`src/rtl/load_store_unit_if.sv`:
```
// Pipeline request/response and memory bus bundle for the load/store unit.
// slave = the unit itself, master = pipeline plus memory side.
interface load_store_unit_if;
  logic        req_valid;
  logic        req_ready;
  logic        store_enable;
  logic [3:0]  mem_write_enable;
  logic [2:0]  func3;
  logic [31:0] addr;
  logic [31:0] wdata;
  logic        rsp_valid;
  logic [31:0] rdata;
  logic        err;
  logic        mem_req;
  logic        mem_we;
  logic [31:0] mem_addr;
  logic [3:0]  mem_be;
  logic [31:0] mem_wdata;
  logic        mem_ack;
  logic [31:0] mem_rdata;

  modport slave (
    input  req_valid, store_enable, mem_write_enable,
    input  func3, addr, wdata, mem_ack, mem_rdata,
    output req_ready, rsp_valid, rdata, err,
    output mem_req, mem_we, mem_addr, mem_be, mem_wdata
  );

  modport master (
    output req_valid, store_enable, mem_write_enable,
    output func3, addr, wdata, mem_ack, mem_rdata,
    input  req_ready, rsp_valid, rdata, err,
    input  mem_req, mem_we, mem_addr, mem_be, mem_wdata
  );
endinterface

```
`src/rtl/load_store_unit.sv`:
```
// RV32I load/store unit: lane alignment, extension, misalignment checks.
// One outstanding memory access; IDLE -> ACCESS -> RESP.
module load_store_unit (
  input logic             clk,
  input logic             rst,
  load_store_unit_if.slave bus
);

  typedef enum logic [1:0] {
    S_IDLE,
    S_ACCESS,
    S_RESP
  } state_e;

  state_e state_q, state_d;

  logic        we_q;
  logic [1:0]  off_q;
  logic [2:0]  func3_q;
  logic [31:0] addr_q;
  logic [3:0]  be_q;
  logic [31:0] wdata_q;
  logic [31:0] rdata_q, rdata_d;
  logic        err_q;

  logic        accept;
  logic        illegal;
  logic        ack;
  logic [3:0]  be_d;
  logic [31:0] wdata_d;
  logic [31:0] shifted;

  logic        req_ready;
  logic        rsp_valid;
  logic        mem_req;
  logic        mem_we;

  assign accept = (state_q == S_IDLE) && bus.req_valid;
  assign ack    = (state_q == S_ACCESS) && bus.mem_ack;

  always_comb begin
    illegal = 1'b0;
    if (bus.func3[1:0] == 2'b11)
      illegal = 1'b1;
    if (!bus.store_enable &&
        (bus.func3 == 3'b011 ||
         bus.func3 == 3'b110 ||
         bus.func3 == 3'b111))
      illegal = 1'b1;
    if (bus.store_enable && bus.func3[2])
      illegal = 1'b1;
    if (bus.func3[1:0] == 2'b01 && bus.addr[0])
      illegal = 1'b1;
    if (bus.func3[1:0] == 2'b10 &&
        bus.addr[1:0] != 2'b00)
      illegal = 1'b1;
    if (bus.store_enable &&
        bus.mem_write_enable == 4'b0000)
      illegal = 1'b1;
  end

  // Lane placement happens once at accept so the bus stays stable.
  always_comb begin
    be_d    = 4'b0000;
    wdata_d = 32'h0;
    if (bus.store_enable) begin
      be_d    = bus.mem_write_enable << bus.addr[1:0];
      wdata_d = bus.wdata << {bus.addr[1:0], 3'b000};
    end else begin
      unique case (bus.func3[1:0])
        2'b00:   be_d = 4'b0001 << bus.addr[1:0];
        2'b01:   be_d = 4'b0011 << bus.addr[1:0];
        default: be_d = 4'b1111;
      endcase
    end
  end

  always_comb begin
    shifted = bus.mem_rdata >> {off_q, 3'b000};
    rdata_d = 32'h0;
    if (!we_q) begin
      unique case (func3_q)
        3'b000:  rdata_d = {{24{shifted[7]}}, shifted[7:0]};
        3'b001:  rdata_d = {{16{shifted[15]}}, shifted[15:0]};
        3'b100:  rdata_d = {24'h0, shifted[7:0]};
        3'b101:  rdata_d = {16'h0, shifted[15:0]};
        default: rdata_d = shifted;
      endcase
    end
  end

  always_ff @(posedge clk) begin
    if (rst) state_q <= S_IDLE;
    else     state_q <= state_d;
  end

  always_comb begin
    state_d = state_q;
    unique case (state_q)
      S_IDLE:
        if (bus.req_valid)
          state_d = illegal ? S_RESP : S_ACCESS;
      S_ACCESS:
        if (bus.mem_ack) state_d = S_RESP;
      S_RESP:  state_d = S_IDLE;
      default: state_d = S_IDLE;
    endcase
  end

  always_comb begin
    req_ready = 1'b0;
    rsp_valid = 1'b0;
    mem_req   = 1'b0;
    mem_we    = 1'b0;
    unique case (state_q)
      S_IDLE:   req_ready = 1'b1;
      S_ACCESS: begin
        mem_req = 1'b1;
        mem_we  = we_q;
      end
      S_RESP:   rsp_valid = 1'b1;
      default:  ;
    endcase
  end

  always_ff @(posedge clk) begin
    if (rst) begin
      we_q    <= 1'b0;
      off_q   <= 2'b00;
      func3_q <= 3'b000;
      addr_q  <= 32'h0;
      be_q    <= 4'b0000;
      wdata_q <= 32'h0;
      rdata_q <= 32'h0;
      err_q   <= 1'b0;
    end else if (accept) begin
      we_q    <= bus.store_enable;
      off_q   <= bus.addr[1:0];
      func3_q <= bus.func3;
      addr_q  <= {bus.addr[31:2], 2'b00};
      be_q    <= be_d;
      wdata_q <= wdata_d;
      if (illegal) begin
        err_q   <= 1'b1;
        rdata_q <= 32'h0;
      end
    end else if (ack) begin
      err_q   <= 1'b0;
      rdata_q <= rdata_d;
    end
  end

  assign bus.req_ready = req_ready;
  assign bus.rsp_valid = rsp_valid;
  assign bus.rdata     = rdata_q;
  assign bus.err       = err_q;
  assign bus.mem_req   = mem_req;
  assign bus.mem_we    = mem_we;
  assign bus.mem_addr  = addr_q;
  assign bus.mem_be    = be_q;
  assign bus.mem_wdata = wdata_q;

endmodule

```
`src/flat_wrapper.sv`:
```
// flat-port wrapper written by rule: the top's interface ports become plain ports
module load_store_unit_flat 
  (clk, rst, bus_req_valid, bus_store_enable, bus_mem_write_enable, bus_func3, bus_addr, bus_wdata, bus_mem_ack, bus_mem_rdata, bus_req_ready, bus_rsp_valid, bus_rdata, bus_err, bus_mem_req, bus_mem_we, bus_mem_addr, bus_mem_be, bus_mem_wdata);
  load_store_unit_if bus_i ();
  input logic clk;
  input logic rst;
  input wire logic [$bits(bus_i.req_valid)-1:0] bus_req_valid;
  input wire logic [$bits(bus_i.store_enable)-1:0] bus_store_enable;
  input wire logic [$bits(bus_i.mem_write_enable)-1:0] bus_mem_write_enable;
  input wire logic [$bits(bus_i.func3)-1:0] bus_func3;
  input wire logic [$bits(bus_i.addr)-1:0] bus_addr;
  input wire logic [$bits(bus_i.wdata)-1:0] bus_wdata;
  input wire logic [$bits(bus_i.mem_ack)-1:0] bus_mem_ack;
  input wire logic [$bits(bus_i.mem_rdata)-1:0] bus_mem_rdata;
  output wire logic [$bits(bus_i.req_ready)-1:0] bus_req_ready;
  output wire logic [$bits(bus_i.rsp_valid)-1:0] bus_rsp_valid;
  output wire logic [$bits(bus_i.rdata)-1:0] bus_rdata;
  output wire logic [$bits(bus_i.err)-1:0] bus_err;
  output wire logic [$bits(bus_i.mem_req)-1:0] bus_mem_req;
  output wire logic [$bits(bus_i.mem_we)-1:0] bus_mem_we;
  output wire logic [$bits(bus_i.mem_addr)-1:0] bus_mem_addr;
  output wire logic [$bits(bus_i.mem_be)-1:0] bus_mem_be;
  output wire logic [$bits(bus_i.mem_wdata)-1:0] bus_mem_wdata;
  assign bus_i.req_valid = bus_req_valid;
  assign bus_i.store_enable = bus_store_enable;
  assign bus_i.mem_write_enable = bus_mem_write_enable;
  assign bus_i.func3 = bus_func3;
  assign bus_i.addr = bus_addr;
  assign bus_i.wdata = bus_wdata;
  assign bus_i.mem_ack = bus_mem_ack;
  assign bus_i.mem_rdata = bus_mem_rdata;
  assign bus_req_ready = bus_i.req_ready;
  assign bus_rsp_valid = bus_i.rsp_valid;
  assign bus_rdata = bus_i.rdata;
  assign bus_err = bus_i.err;
  assign bus_mem_req = bus_i.mem_req;
  assign bus_mem_we = bus_i.mem_we;
  assign bus_mem_addr = bus_i.mem_addr;
  assign bus_mem_be = bus_i.mem_be;
  assign bus_mem_wdata = bus_i.mem_wdata;
  load_store_unit u_core (.clk(clk), .rst(rst), .bus(bus_i));
endmodule
```
`config.mk`:
```
export PLATFORM = sky130hd
export DESIGN_NAME = load_store_unit_flat
export DESIGN_NICKNAME = d
export VERILOG_FILES = /design/src/rtl/load_store_unit_if.sv /design/src/rtl/load_store_unit.sv /design/src/flat_wrapper.sv
export SDC_FILE = /design/constraint.sdc
export NUM_CORES = 1
export LEC_CHECK = 0
export ABC_AREA = 1
export CAP_MARGIN = 30
export CORE_ASPECT_RATIO = 1.2
export CORE_MARGIN = 2
export CORE_UTILIZATION = 43
export CTS_CLUSTER_SIZE = 16
export DETAILED_ROUTE_END_ITERATION = 10
export PLACE_DENSITY = 0.92
export SETUP_SLACK_MARGIN = 0.05
export SYNTH_ARGS = -nofsm -noshare
export SYNTH_HDL_FRONTEND = slang
export SYNTH_SLANG_ARGS = --single-unit
```
`constraint.sdc`:
```
create_clock -name clk -period 1.9 [get_ports clk]
set_clock_uncertainty 0.15 [all_clocks]
set_input_delay 0.285 -clock clk [delete_from_list [all_inputs] [get_ports clk]]
set_output_delay 0.285 -clock clk [all_outputs]
set_load 0.05 [all_outputs]
```
**After elaboration in Yosys (flattened, before gate mapping)**

Cells that the tools add are included.

- Register bits after elaboration: 107
- Latch bits: 0
- Memory bits (writable): 0
- ROM bits: 0
- Bits of input ports: 108
- Output and inout bits: 105
- Logic and storage cells: 71
- Memories kept: 0

- Add/sub/neg operators: 0
- $mul: 0
- Divide/modulo/power cells: 0
- Magnitude comparators: 0
- Eq/ne operators: 14
- Shift operators: 5
- Multiplexer cells: 25
- Bitwise logic cells: 0
- Reduce and logical (&&, ||, !) cells: 18

Operators by type and width:

| kind | count |
|---|---|
| 32-bit 2-to-1 mux | 5 |
| 32-bit one-hot mux with 4 select lines | 1 |
| 32-bit by 5-bit << shifter with 32-bit output | 1 |
| 32-bit by 5-bit >> shifter with 32-bit output | 1 |
| 1-bit 2-to-1 mux | 13 |
| 3-bit equality test, second input constant | 4 |
| 4-bit one-hot mux with 2 select lines | 1 |
| 1-bit logical AND | 7 |
| 2-bit equality test, second input constant | 3 |
| 2-bit 2-to-1 mux | 3 |
| 2-bit inequality test, second input constant | 3 |
| 2-bit by 1-bit equality test with 1-bit output, second input constant | 2 |
| 2-bit logical NOT | 2 |
| 4-bit logical NOT | 1 |
| 4-bit 2-to-1 mux | 1 |
| 2-bit one-hot mux with 2 select lines | 1 |
| 2-bit AND reduction | 2 |
| 2-bit nonzero test | 2 |
| 1-bit by 2-bit << shifter with 4-bit output, first input constant | 1 |
| 2-bit by 2-bit << shifter with 4-bit output, first input constant | 1 |
| 4-bit by 2-bit << shifter with 4-bit output | 1 |
| 3-bit by 1-bit equality test with 1-bit output, second input constant | 1 |
| 3-bit by 2-bit equality test with 1-bit output, second input constant | 1 |
| 3-bit logical NOT | 1 |
| 2 further kinds | 3 |

**Longest topological paths before layout**

Gate-level depths: netlist of run 1.

- Depth in word-level cells: 12
- Gate-level depth with buffers: 11
- Mapped depth without buffers: 10

**Worst setup path before layout of run 1**

Ideal clock, no wire load.

- Path kind: flip-flop to output port
- Start point: register u_core.state_q[0]
- End point: output bus_mem_we
- Arrival: 1.507 ns
- Required time: 1.465 ns
- Setup slack: -0.042 ns
- Cell stages (with the launch flop): 3
- Path buffers: 0
- Cells stage by stage: dfxtp_1 -> inv_1 -> nor3_1

- Cells in the longest elaborated chain, start to end: 2

RTL lines:

| what | line | text |
|---|---|---|
| from (decl) | load_store_unit.sv:15 | `state_e state_q, state_d;` |
| from (signal assigned) | load_store_unit.sv:94 | `else state_q <= state_d;` |
| 2-bit by 1-bit equality test with 1-bit output | load_store_unit.sv:115 | `unique case (state_q)` |
| 1-bit 2-to-1 mux | load_store_unit.sv:115 |  |
| to (decl) | flat_wrapper.sv:20 | `output wire logic [$bits(bus_i.mem_we)-1:0] bus_mem_we;` |

Every way passes these cells.

**Worst setup path in the final report of run 1**

- Start point: register u_core.state_q[1]
- End point: output bus_mem_we

Same word-level chain as after synthesis.

==> parameters.txt, run 1 <==
Parameter                              Value

Outcome
  Run status    complete, no violations

Synth
  Number of enable flip-flop cells after synthesis    0
  Mapped Area    0.00514 mm^2
  Synthesized netlist cell count    754
  Library cells used by synthesis    33
  Part of the Yosys area used for sequential elements    41.7%
  Flop and latch count out of synthesis    107
  Share of the synthesized area in the top cell type    41.7%
  Synth area leaders    sky130_fd_sc_hd__dfxtp_1 (42%), sky130_fd_sc_hd__nand2_1 (14%), sky130_fd_sc_hd__o21ai_0 (8.6%), sky130_fd_sc_hd__nor2_1 (7.4%), sky130_fd_sc_hd__a21oi_1 (6.8%)
  Ys flop type    sky130_fd_sc_hd__dfxtp_1
  Post-synthesis average cell area    6.82 um^2
  Leading area contributor after synthesis    sky130_fd_sc_hd__dfxtp_1
  Async set-or-reset flop fraction in the synthesized netlist    0%
  Number of warnings printed during yosys synthesis    0

Placement
  Buffers on Ports    210
  Pre-CTS setup slack    -0.235 ns
  Weighted congestion reported at the end of routability-driven placement    0.934
  HPWL after detailed placement    12500 um

Pwr
  Static leakage    3.36 nW
  Part of the total power dissipated in the clock network    29.7%
  Pwr per Cell Area    797 mW/mm^2
  Fraction of power spent switching nets    35.1%
  Pint    3.97 mW
  Share of total power in combinational logic    30.0%
  Net switching power    2.15 mW
  Relative contribution of sequential cells to total power    40.2%
  Max rail drop VDD    0.510 mV

Critical path
  Category of the critical setup timing path    register to output pin
  Cell-by-cell trace of the critical path    buf_4 > nor3_2 > buf_12
  Maximum fanout encountered on the critical timing path    4
  Required arrival time at the worst endpoint    1.46 ns
  Type of element capturing the critical path    output pin
  Slowest stage cell on the critical path    sky130_fd_sc_hd__dfxtp_1
  Data arrival time of the critical path    1.32 ns
  Worst Setup Start Kind    register
  Biggest cell delay along the critical path    0.34 ns

Clock network
  Root Buffer Master    sky130_fd_sc_hd__clkbuf_16
  Number of sinks on the clock net    107
  Number of buffers created by CTS    9
  Clock transition at path regs    0.08 ns
  Hold Buf Count CTS    0
  Bufs on Longest Clock Path    2
  H-tree lvl count    3
  Clock network latency to the later pin of the worst-skew pair    0.34 ns
  TritonCTS clock tree    yes

Timing
  Measured slew at the worst slew-check pin    0.619 ns
  Period utilization    92.6%
  Final max-slew violation count    0
  Remaining max-slew budget at the tightest pin    58.7%
  Setup violations, final    0
  Count of final hold-check violations    0
  Unrepaired setup endpoints after global routing    true
  Worst path setup slack after routing    0.141 ns
  Max frequency    0.569 GHz
  Crit path time final    1.76 ns
  Worst hold margin    0.257 ns

Detailed routing
  Post-Route WL    16600 um
  Post-detailed-route via-to-cell ratio    5.24
  Drt first pass iters    5
  Total number of vias    5945
  Routed Antenna Nets    0
  WL per Instance    14.6 um
  Initial DRC count    313
  # DRC    0

Final layout
  Fillers    1048
  Area grow syn2layout    49.3%
  Fraction of final layout cells with drive strength greater than 1    19.5%
  Most common cell after layout, fill and taps aside    sky130_fd_sc_hd__nand2_1
  Number of nets in the finished design    1080
  Most frequent cells in the layout    sky130_fd_sc_hd__nand2_1 (188), sky130_fd_sc_hd__buf_4 (137), sky130_fd_sc_hd__dfxtp_1 (107), sky130_fd_sc_hd__clkdlybuf4s50_1 (106), sky130_fd_sc_hd__nor2_1 (102)
  Total inserted antenna cells    0

Floorplanning
  Initial standard-cell utilization of the core    44.3%
  Number of placement rows    43
  Number of ports placed on the die boundary    213
  Chip height    124 um
  Die footprint    0.0129 mm^2
  Horizontal extent of the die    104 um
  Floorplan Core Area    0.0116 mm^2

Global route
  Via count of the first global-routing pass    5404
  Pin count of the biggest net entering global routing    56
  Tot GR Track Use    24.9%
  Wire length of the first global-routing pass    26000 um
  Leftover overflow at the end of global routing    0
  Number of antenna violations at the first check in global routing    0

Job
  Max-cap violation count    0

Worst hold path
  Worst hold path class    input pin to register
cell families after synthesis:
kind of cell	after synthesis	share of synthesized area, %
compound gates	184	18.9
buf+inv	85	7.71
flops	107	41.7
mux	3	0.584
other cells	1	0.0729
simple gates	374	31.0
critical path, delay by kind of cell, from the launching register on:
family | cells | cell delay [ns]
AND/OR/NAND/NOR | 1 | 0.30
flip-flops | 1 | 0.34
buffers and inverters | 2 | 0.34
per-stage QoR:
stage | cells | utilization [%] | area (um^2) | power (mW) | TNS [ns]
final | 1134 | 66.1 | 7680 | 6.12 | 0
after floorplan | 755 | - | 5160 | 3.64 | 0
after detailed placement | 1118 | 63.6 | 7400 | 4.34 | -6.67
after global routing | 1134 | 66.1 | 7680 | 6.38 | 0
after global placement | 1118 | 63.6 | 7400 | 4.31 | -3.61
after CTS | 1134 | 66.0 | 7670 | 6.13 | 0
final timing paths:
check	startpoint	end	slack (ns)	cells past startpoint
worst max-delay path	u_core.state_q[1]$_SDFFE_PP0P_	bus_mem_we	0.14	3
worst min-delay path	rst	u_core.bus.mem_addr[10]$_SDFFE_PP0P_	0.26	5
worst max register to register	u_core.state_q[1]$_SDFFE_PP0P_	u_core.bus.mem_wdata[24]$_SDFFE_PP0P_	0.18	6
worst min register to register	u_core.bus.mem_wdata[1]$_SDFFE_PP0P_	u_core.bus.mem_wdata[1]$_SDFFE_PP0P_	0.32	2
synth_stat cells, types with 7 or more instances:
library cell               instances
sky130_fd_sc_hd__nand2_1         188
sky130_fd_sc_hd__dfxtp_1         107
sky130_fd_sc_hd__nor2_1          102
sky130_fd_sc_hd__o21ai_0          88
sky130_fd_sc_hd__a21oi_1          70
sky130_fd_sc_hd__nand3_1          64
sky130_fd_sc_hd__clkbuf_1         29
sky130_fd_sc_hd__inv_1            22
sky130_fd_sc_hd__buf_2            10
sky130_fd_sc_hd__a31oi_1           7
sky130_fd_sc_hd__buf_4             7
sky130_fd_sc_hd__inv_2             7
flip-flops by register name, indices dropped and copies added, names as in the netlist:
| name | cells |
|---|---|
| u_core.bus.mem_addr | 30 |
| u_core.we_q | 1 |
| u_core.bus.err | 1 |
| u_core.off_q | 2 |
| u_core.bus.mem_wdata | 32 |
| u_core.bus.mem_be | 4 |
| u_core.state_q | 2 |
| u_core.bus.rdata | 32 |
| u_core.func3_q | 3 |
per-layer routing:
layer / vias up / track usage (%) / routed length, um
met4: 0 / 9.80 / 512
met5: - / 0 / 0
li1: 2915 / - / -
met2: 287 / 45.8 / 8400
met1: 2698 / 28.3 / 6500
met3: 45 / 5.60 / 1200
final cells by class:
class	instances	area (um^2)	share of cell area, %
multi-input cells	563	2620	34.1
repair buffers	260	2320	30.2
flip-flops and latches	107	2140	27.9
clock buffers	9	225	2.93
well taps	157	196	2.56
inverters	31	119	1.55
clock inverters	7	61.3	0.799
power by group through the flow:
stage / registers, mW / logic, mW / clock network, mW
after global routing: 2.47 / 1.97 / 1.94
after CTS: 2.46 / 1.83 / 1.85
after global placement: 2.51 / 1.81 / 0
after detailed placement: 2.51 / 1.83 / 0
after floorplan: 2.93 / 0.708 / 0
final: 2.46 / 1.84 / 1.82
timing repair:
action / CTS / global route
resized for setup: 8 / 2
buffers inserted: 0 / 0
setup endpoints to repair: 8 / 15
Power figures use the tool's default switching activity.
==> inputs of run 2 (changes only) <==
Clock period 1.9 ns to 2 ns, I/O delays scaled along.
==> run 2 against run 1 <==
Sequential power down 5%. Clock power up 7%. Via count down 1.3%. Die area unchanged. Setup slack worse by 0.068 ns. Critical path depth down 2. Worst hold slack better by 0.037 ns. Global-route usage up 0.77 points. Wire length up 2.9%. First-iteration DRC count down 14%. Non-clock buffer count down 18.
==> parameters.txt, run 2 (same netlist as run 1, synthesis figures left out) <==
Parameter                              Value

Outcome
  Run status    complete, no violations (unchanged)

Critical path
  CP Depth    1 (was 3)
  Cell-by-cell trace of the critical path    clkdlybuf4s50_1 (was buf_4 > nor3_2 > buf_12)
  Critical R2R Launch    u_core.state_q[1]$_SDFFE_PP0P_ (unchanged)
  Buf+Inv Stages, Crit Path    1 (was 2)
  R2R cell count    7 (was 6)
  Biggest cell delay along the critical path    0.80 ns (was 0.34 ns)
  Data arrival time of the critical path    1.48 ns (was 1.32 ns)
  Category of the critical setup timing path    register to output pin (unchanged)
  Maximum fanout encountered on the critical timing path    2 (was 4)
  Family with the most delay on the worst path    buffers and inverters (was flip-flops)
  Type of element capturing the critical path    output pin (unchanged)
  Required arrival time at the worst endpoint    1.55 ns (was 1.46 ns)
  Slowest stage cell on the critical path    sky130_fd_sc_hd__clkdlybuf4s50_1 (was sky130_fd_sc_hd__dfxtp_1)
  Worst Setup Start Kind    register (unchanged)
  Minimum setup slack among reg-to-reg paths    0.27 ns (was 0.18 ns)
  Reg2Reg Capture Point    u_core.bus.mem_wdata[22]$_SDFFE_PP0P_ (was u_core.bus.mem_wdata[24]$_SDFFE_PP0P_)

Job
  Max-cap violation count    0 (unchanged)

Timing
  Measured slew at the worst slew-check pin    0.636 ns (was 0.619 ns)
  Accumulated negative setup slack    0 ns (unchanged)
  Remaining max-slew budget at the tightest pin    57.6% (was 58.7%)
  Period utilization    96.3%
  Unrepaired setup endpoints after global routing    false (was true)
  Crit path time final    1.93 ns
  Setup violations, final    0 (unchanged)
  Max frequency    0.519 GHz
  Final max-slew violation count    0 (unchanged)
  Count of final hold-check violations    0 (unchanged)

Detailed routing
  Post-Route WL    17100 um (was 16600 um)
  # DRC    0 (unchanged)
  Total number of vias    5867 (was 5945)
  Routed Antenna Nets    0 (unchanged)
  Post-detailed-route via-to-cell ratio    5.26 (was 5.24)
  WL per Instance    15.3 um (was 14.6 um)
  Initial DRC count    270 (was 313)
  Drt first pass iters    5 (unchanged)

Global route
  Wire length of the first global-routing pass    26500 um (was 26000 um)
  Pin count of the biggest net entering global routing    56 (unchanged)
  Leftover overflow at the end of global routing    0 (unchanged)
  Grt peak-use layer    met2 (unchanged)
  Met2 track demand over resource    47.1% (was 45.8%)
  Via count of the first global-routing pass    5466 (was 5404)
  Tot GR Track Use    25.7% (was 24.9%)
  Number of antenna violations at the first check in global routing    0 (unchanged)
  Met3 demand-to-capacity share in global routing    5.23% (was 5.60%)
  Global Route met1 Usage    28.7% (was 28.3%)

Final layout
  Total inserted antenna cells    0 (unchanged)
  Fraction of final layout cells with drive strength greater than 1    11.1% (was 19.5%)
  Most common cell after layout, fill and taps aside    sky130_fd_sc_hd__nand2_1 (unchanged)
  Non-filler cells, final    1116 (was 1134)
  Number of nets in the finished design    1062 (was 1080)
  Most frequent cells in the layout    sky130_fd_sc_hd__nand2_1 (188), sky130_fd_sc_hd__clkdlybuf4s50_1 (108), sky130_fd_sc_hd__dfxtp_1 (107), sky130_fd_sc_hd__nor2_1 (102), sky130_fd_sc_hd__o21ai_0 (88) (was sky130_fd_sc_hd__nand2_1 (188), sky130_fd_sc_hd__buf_4 (137), sky130_fd_sc_hd__dfxtp_1 (107), sky130_fd_sc_hd__clkdlybuf4s50_1 (106), sky130_fd_sc_hd__nor2_1 (102))
  Area grow syn2layout    50.8% (was 49.3%)

Placement
  HPWL after detailed placement    12700 um (was 12500 um)
  Weighted congestion reported at the end of routability-driven placement    0.929 (was 0.934)
  Buffers on Ports    210 (unchanged)
  Number of instances in the placed design    1100 (was 1118)

Worst hold path
  Worst hold path class    input pin to register (unchanged)
  Hold EP    u_core.func3_q[0]$_SDFFE_PP0P_ (was u_core.bus.mem_addr[10]$_SDFFE_PP0P_)
  Worst Hold Launch    rst (unchanged)
  Hold Crit Depth    4 (was 5)

Clock network
  H-tree lvl count    3 (unchanged)
  TritonCTS clock tree    yes (unchanged)
  Number of buffers created by CTS    9 (unchanged)
  Clock transition at path regs    0.07 ns (was 0.08 ns)
  Clock network latency to the later pin of the worst-skew pair    0.35 ns (was 0.34 ns)
  Root Buffer Master    sky130_fd_sc_hd__clkbuf_16 (unchanged)
  Bufs on Longest Clock Path    2 (unchanged)
  Number of sinks on the clock net    107 (unchanged)
  Post-CTS setup buffer count    0 (unchanged)

Floorplanning
  Initial standard-cell utilization of the core    44.3% (unchanged)
  Horizontal extent of the die    104 um (unchanged)
  Chip height    124 um (unchanged)
  Number of placement rows    43 (unchanged)
  Die footprint    0.0129 mm^2 (unchanged)
  Floorplan Core Area    0.0116 mm^2 (unchanged)
  Number of ports placed on the die boundary    213 (unchanged)

Pwr
  Max rail drop VDD    0.432 mV (was 0.510 mV)
  Pwr per Cell Area    773 mW/mm^2 (was 797 mW/mm^2)
  Static leakage    3.77 nW (was 3.36 nW)
-- run 2: worst max-delay path by stage --
stage / start / endpoint / slack [ns]
floorplan: u_core.state_q[0]$_SDFFE_PP0P_ / u_core.bus.rdata[0]$_SDFFE_PP0P_ / 0.12
global placement: bus_addr[0] / u_core.bus.rdata[0]$_SDFFE_PP0P_ / -0.02
detailed placement: bus_func3[1] / u_core.bus.rdata[12]$_SDFFE_PP0P_ / -0.08
CTS: u_core.bus.rdata[5]$_SDFFE_PP0P_ / bus_rdata[5] / 0.05
global route: u_core.bus.mem_addr[5]$_SDFFE_PP0P_ / bus_mem_addr[5] / 0.06
finish: u_core.bus.rdata[18]$_SDFFE_PP0P_ / bus_rdata[18] / 0.07
-- run 2: repair_timing --
action                                  CTS  global route
resized for setup                        47            26
hold buffers                              0             0
gates cloned                              0             0
endpoints found under the setup margin   47            26
-- run 2: metal layers --
metal / routed length, um / vias up
met2: 8710 / 297
met3: 1320 / 52
met4: 586 / 0
met5: 0 / -
li1: - / 2878
met1: 6460 / 2640
-- run 2: layout make-up --
| cell class | count | area (um^2) |
|---|---|---|
| Multi-Input combinational cell | 563 | 2610 |
| Fill cell | 989 | 3860 |
| Inverter | 31 | 118 |
| Timing Repair Buffer | 242 | 2360 |
| Clock inverter | 7 | 101 |
| Sequential cell | 107 | 2140 |
| Clock buffer | 9 | 225 |
| Tap cell | 157 | 196 |
-- run 2: power by group --
group	internal, mW	total (mW)	switching, mW
clock	1.11	1.95	0.844
combinational	0.605	1.70	1.10
sequential	2.26	2.34	0.0763
total	3.97	5.99	2.02
-- run 2: metrics by stage --
step | total power, mW | area, um^2 | hold slack (ns) | utilization (%) | setup slack, ns
after floorplan | 3.45 | 5150 | 0.298 | - | 0.125
after global placement | 4.09 | 7420 | 0.298 | 63.9 | -0.0249
after detailed placement | 4.12 | 7420 | 0.304 | 63.9 | -0.0772
after CTS | 6.00 | 7690 | 0.294 | 66.2 | 0.0503
after global routing | 6.24 | 7760 | 0.332 | 66.7 | 0.0564
final | 5.99 | 7760 | 0.295 | 66.7 | 0.0737
==> inputs of run 3 (changes only) <==
Settings changed: RECOVER_POWER set to 100, TNS_END_PERCENT set to 50.
==> run 3 against run 2 <==
Setup slack lost 0.025 ns. Sequential power is essentially flat. Combinational power shrank 3%. Final area shrank 4.2%. First-iteration DRC count grew 14%. Wire length shrank 0.15%. Worst hold slack gained 0.00062 ns. Total power shrank 0.97%. Core utilization shrank 2.8 points. Global-route usage is essentially flat. Count of clock-buffer cells in the layout is the same. Largest power group unchanged. Critical path depth is the same.
==> parameters.txt, run 3 (same netlist as run 1, synthesis figures left out) <==
Parameter                              Value

Outcome
  Run status    complete, no violations (unchanged)

Global route
  Number of antenna violations at the first check in global routing    0 (unchanged)
  Leftover overflow at the end of global routing    0 (unchanged)
  Pin count of the biggest net entering global routing    56 (unchanged)
  Via count of the first global-routing pass    5455 (was 5466)
  Tot GR Track Use    25.7% (about the same)
  Wire length of the first global-routing pass    26500 um (about the same)

Timing
  Max frequency    0.512 GHz (was 0.519 GHz)
  Period utilization    97.6% (was 96.3%)
  Crit path time final    1.95 ns (was 1.93 ns)
  Accumulated negative setup slack    0 ns (unchanged)
  Unrepaired setup endpoints after global routing    true (was false)
  Count of final hold-check violations    0 (unchanged)
  Setup violations, final    0 (unchanged)
  Measured slew at the worst slew-check pin    0.727 ns (was 0.636 ns)
  Remaining max-slew budget at the tightest pin    51.7% (was 57.6%)
  Final max-slew violation count    0 (unchanged)

Critical path
  Slowest stage cell on the critical path    sky130_fd_sc_hd__clkdlybuf4s50_1 (unchanged)
  Maximum fanout encountered on the critical timing path    2 (unchanged)
  Required arrival time at the worst endpoint    1.55 ns (about the same)
  Data arrival time of the critical path    1.50 ns (was 1.48 ns)
  Minimum setup slack among reg-to-reg paths    0.21 ns (was 0.27 ns)
  Reg2Reg Capture Point    u_core.bus.mem_wdata[18]$_SDFFE_PP0P_ (was u_core.bus.mem_wdata[22]$_SDFFE_PP0P_)
  Family with the most delay on the worst path    buffers and inverters (unchanged)
  Biggest cell delay along the critical path    0.81 ns (was 0.80 ns)
  Category of the critical setup timing path    register to output pin (unchanged)
  Critical R2R Launch    u_core.state_q[1]$_SDFFE_PP0P_ (unchanged)
  Type of element capturing the critical path    output pin (unchanged)
  Worst Setup Start Kind    register (unchanged)
  Buf+Inv Stages, Crit Path    1 (unchanged)
  Cell-by-cell trace of the critical path    clkdlybuf4s50_1 (unchanged)
  R2R cell count    7 (unchanged)

Clock network
  Post-CTS setup buffer count    0 (unchanged)
  Clock network latency to the later pin of the worst-skew pair    0.34 ns (was 0.35 ns)
  Number of buffers created by CTS    9 (unchanged)
  H-tree lvl count    3 (unchanged)
  TritonCTS clock tree    yes (unchanged)
  Number of sinks on the clock net    107 (unchanged)
  Bufs on Longest Clock Path    2 (unchanged)
  Clock transition at path regs    0.07 ns (about the same)
  Root Buffer Master    sky130_fd_sc_hd__clkbuf_16 (unchanged)
  Hold Buf Count CTS    0 (unchanged)

Job
  Max-cap violation count    0 (unchanged)

Pwr
  Net switching power    2.01 mW (was 2.02 mW)
  Relative contribution of sequential cells to total power    39.4% (was 39.0%)
  Fraction of power spent switching nets    33.9% (was 33.7%)
  Max rail drop VDD    0.430 mV (was 0.432 mV)
  Static leakage    3.07 nW (was 3.77 nW)
  Pwr per Cell Area    798 mW/mm^2 (was 773 mW/mm^2)
  Pint    3.92 mW (was 3.97 mW)
  Part of the total power dissipated in the clock network    32.8% (was 32.6%)
  Share of total power in combinational logic    27.8% (was 28.4%)

Final layout
  Area of all placed cells without fillers    0.00743 mm^2 (was 0.00776 mm^2)
  Most common cell after layout, fill and taps aside    sky130_fd_sc_hd__nand2_1 (unchanged)
  Fillers    1064 (was 989)
  Area used by multi-input combinational logic    0.00259 mm^2 (was 0.00261 mm^2)
  Fraction of final layout cells with drive strength greater than 1    8.03% (was 11.1%)
  Most frequent cells in the layout    sky130_fd_sc_hd__nand2_1 (190), sky130_fd_sc_hd__clkdlybuf4s50_1 (133), sky130_fd_sc_hd__dfxtp_1 (107), sky130_fd_sc_hd__nor2_1 (103), sky130_fd_sc_hd__o21ai_0 (88) (was sky130_fd_sc_hd__nand2_1 (188), sky130_fd_sc_hd__clkdlybuf4s50_1 (108), sky130_fd_sc_hd__dfxtp_1 (107), sky130_fd_sc_hd__nor2_1 (102), sky130_fd_sc_hd__o21ai_0 (88))
  Total inserted antenna cells    0 (unchanged)
  Number of nets in the finished design    1062 (unchanged)
  Area grow syn2layout    44.5% (was 50.8%)
  Area taken by flip-flops and latches    0.00214 mm^2 (unchanged)

Detailed routing
  # DRC    0 (unchanged)
  WL per Instance    15.3 um (about the same)
  Total number of vias    5824 (was 5867)
  Post-detailed-route via-to-cell ratio    5.22 (was 5.26)
  Routed Antenna Nets    0 (unchanged)
  Drt first pass iters    5 (unchanged)
  Post-Route WL    17100 um (about the same)
  Initial DRC count    309 (was 270)

Worst hold path
  Hold Crit Depth    4 (unchanged)
  Worst hold path class    input pin to register (unchanged)
  Worst Hold Launch    rst (unchanged)
  Hold EP    u_core.func3_q[0]$_SDFFE_PP0P_ (unchanged)

Placement
  Buffers on Ports    210 (unchanged)
  Cell area after placement    0.00742 mm^2 (unchanged)
  Weighted congestion reported at the end of routability-driven placement    0.929 (unchanged)
  HPWL after detailed placement    12700 um (unchanged)

Floorplanning
  Floorplan Core Area    0.0116 mm^2 (unchanged)
  Number of placement rows    43 (unchanged)
  Number of ports placed on the die boundary    213 (unchanged)
  Initial standard-cell utilization of the core    44.3% (unchanged)
  Horizontal extent of the die    104 um (unchanged)
  Chip height    124 um (unchanged)
  Die footprint    0.0129 mm^2 (unchanged)
==> run 3: cell count changes in the layout (fill, tap and decap cells not counted), sizes merged <==
cell | before | now
clkbuf | 9 | 62
buf | 61 | 32
clkdlybuf4s50 | 108 | 133
dlymetal6s2s | 26 | 1
dlygate4sd2 | 47 | 23
clkinv | 4 | 3
inv | 30 | 31
==> run 3: what timing repair did <==
item,4_1_cts,5_1_grt
setup endpoints to repair,47,50
endpoints found under the hold margin,0,0
gates resized for setup,23,25
==> run 3: layer usage <==
layer	global-route usage [%]	part of all wire [%]
met1	28.8	38
met2	47.2	51
met3	5.23	8.2
met4	12.1	3.4
met5	0	0
==> run 3: final cells by class <==
| cell class | instances | area share, % |
|---|---|---|
| Clock buffer | 9 | 3.03 |
| Clock inverter | 7 | 1.36 |
| Inverter | 31 | 1.57 |
| Multi-Input combinational cell | 563 | 34.8 |
| Sequential cell | 107 | 28.8 |
| Tap cell | 157 | 2.64 |
| Timing Repair Buffer | 242 | 27.7 |
==> run 3: how the worst max path moves through the flow <==
stage / to / slack, ns / cells past startpoint / from
2_1_floorplan: u_core.bus.rdata[0]$_SDFFE_PP0P_ / 0.12 / 8 / u_core.state_q[0]$_SDFFE_PP0P_
3_3_place_gp: u_core.bus.rdata[0]$_SDFFE_PP0P_ / -0.02 / 10 / bus_addr[0]
3_5_place_dp: u_core.bus.rdata[12]$_SDFFE_PP0P_ / -0.08 / 11 / bus_func3[1]
4_1_cts: bus_mem_wdata[23] / 0.04 / 1 / u_core.bus.mem_wdata[23]$_SDFFE_PP0P_
5_1_grt: bus_rdata[8] / 0.006 / 1 / u_core.bus.rdata[8]$_SDFFE_PP0P_
6_report: bus_rdata[31] / 0.05 / 1 / u_core.bus.rdata[31]$_SDFFE_PP0P_
==> run 3: power groups by stage <==
stage	combinational (mW)	sequential (mW)	clock, mW
2_1_floorplan	0.672	2.78	0
3_3_place_gp	1.70	2.38	0
3_5_place_dp	1.73	2.39	0
4_1_cts	1.72	2.34	1.96
5_1_grt	1.78	2.35	2.05
6_report	1.65	2.34	1.95
==> run 3: stage by stage <==
| step | util [%] | std cells | setup slack [ns] | power [mW] | hold WS, ns |
|---|---|---|---|---|---|
| after floorplan | - | 755 | 0.125 | 3.45 | 0.298 |
| after global placement | 63.9 | 1100 | -0.0249 | 4.09 | 0.298 |
| after detailed placement | 63.9 | 1100 | -0.0772 | 4.12 | 0.304 |
| after CTS | 66.4 | 1116 | 0.0368 | 6.02 | 0.294 |
| after global routing | 64.0 | 1116 | 0.00579 | 6.18 | 0.331 |
| final | 64.0 | 1116 | 0.0485 | 5.94 | 0.295 |
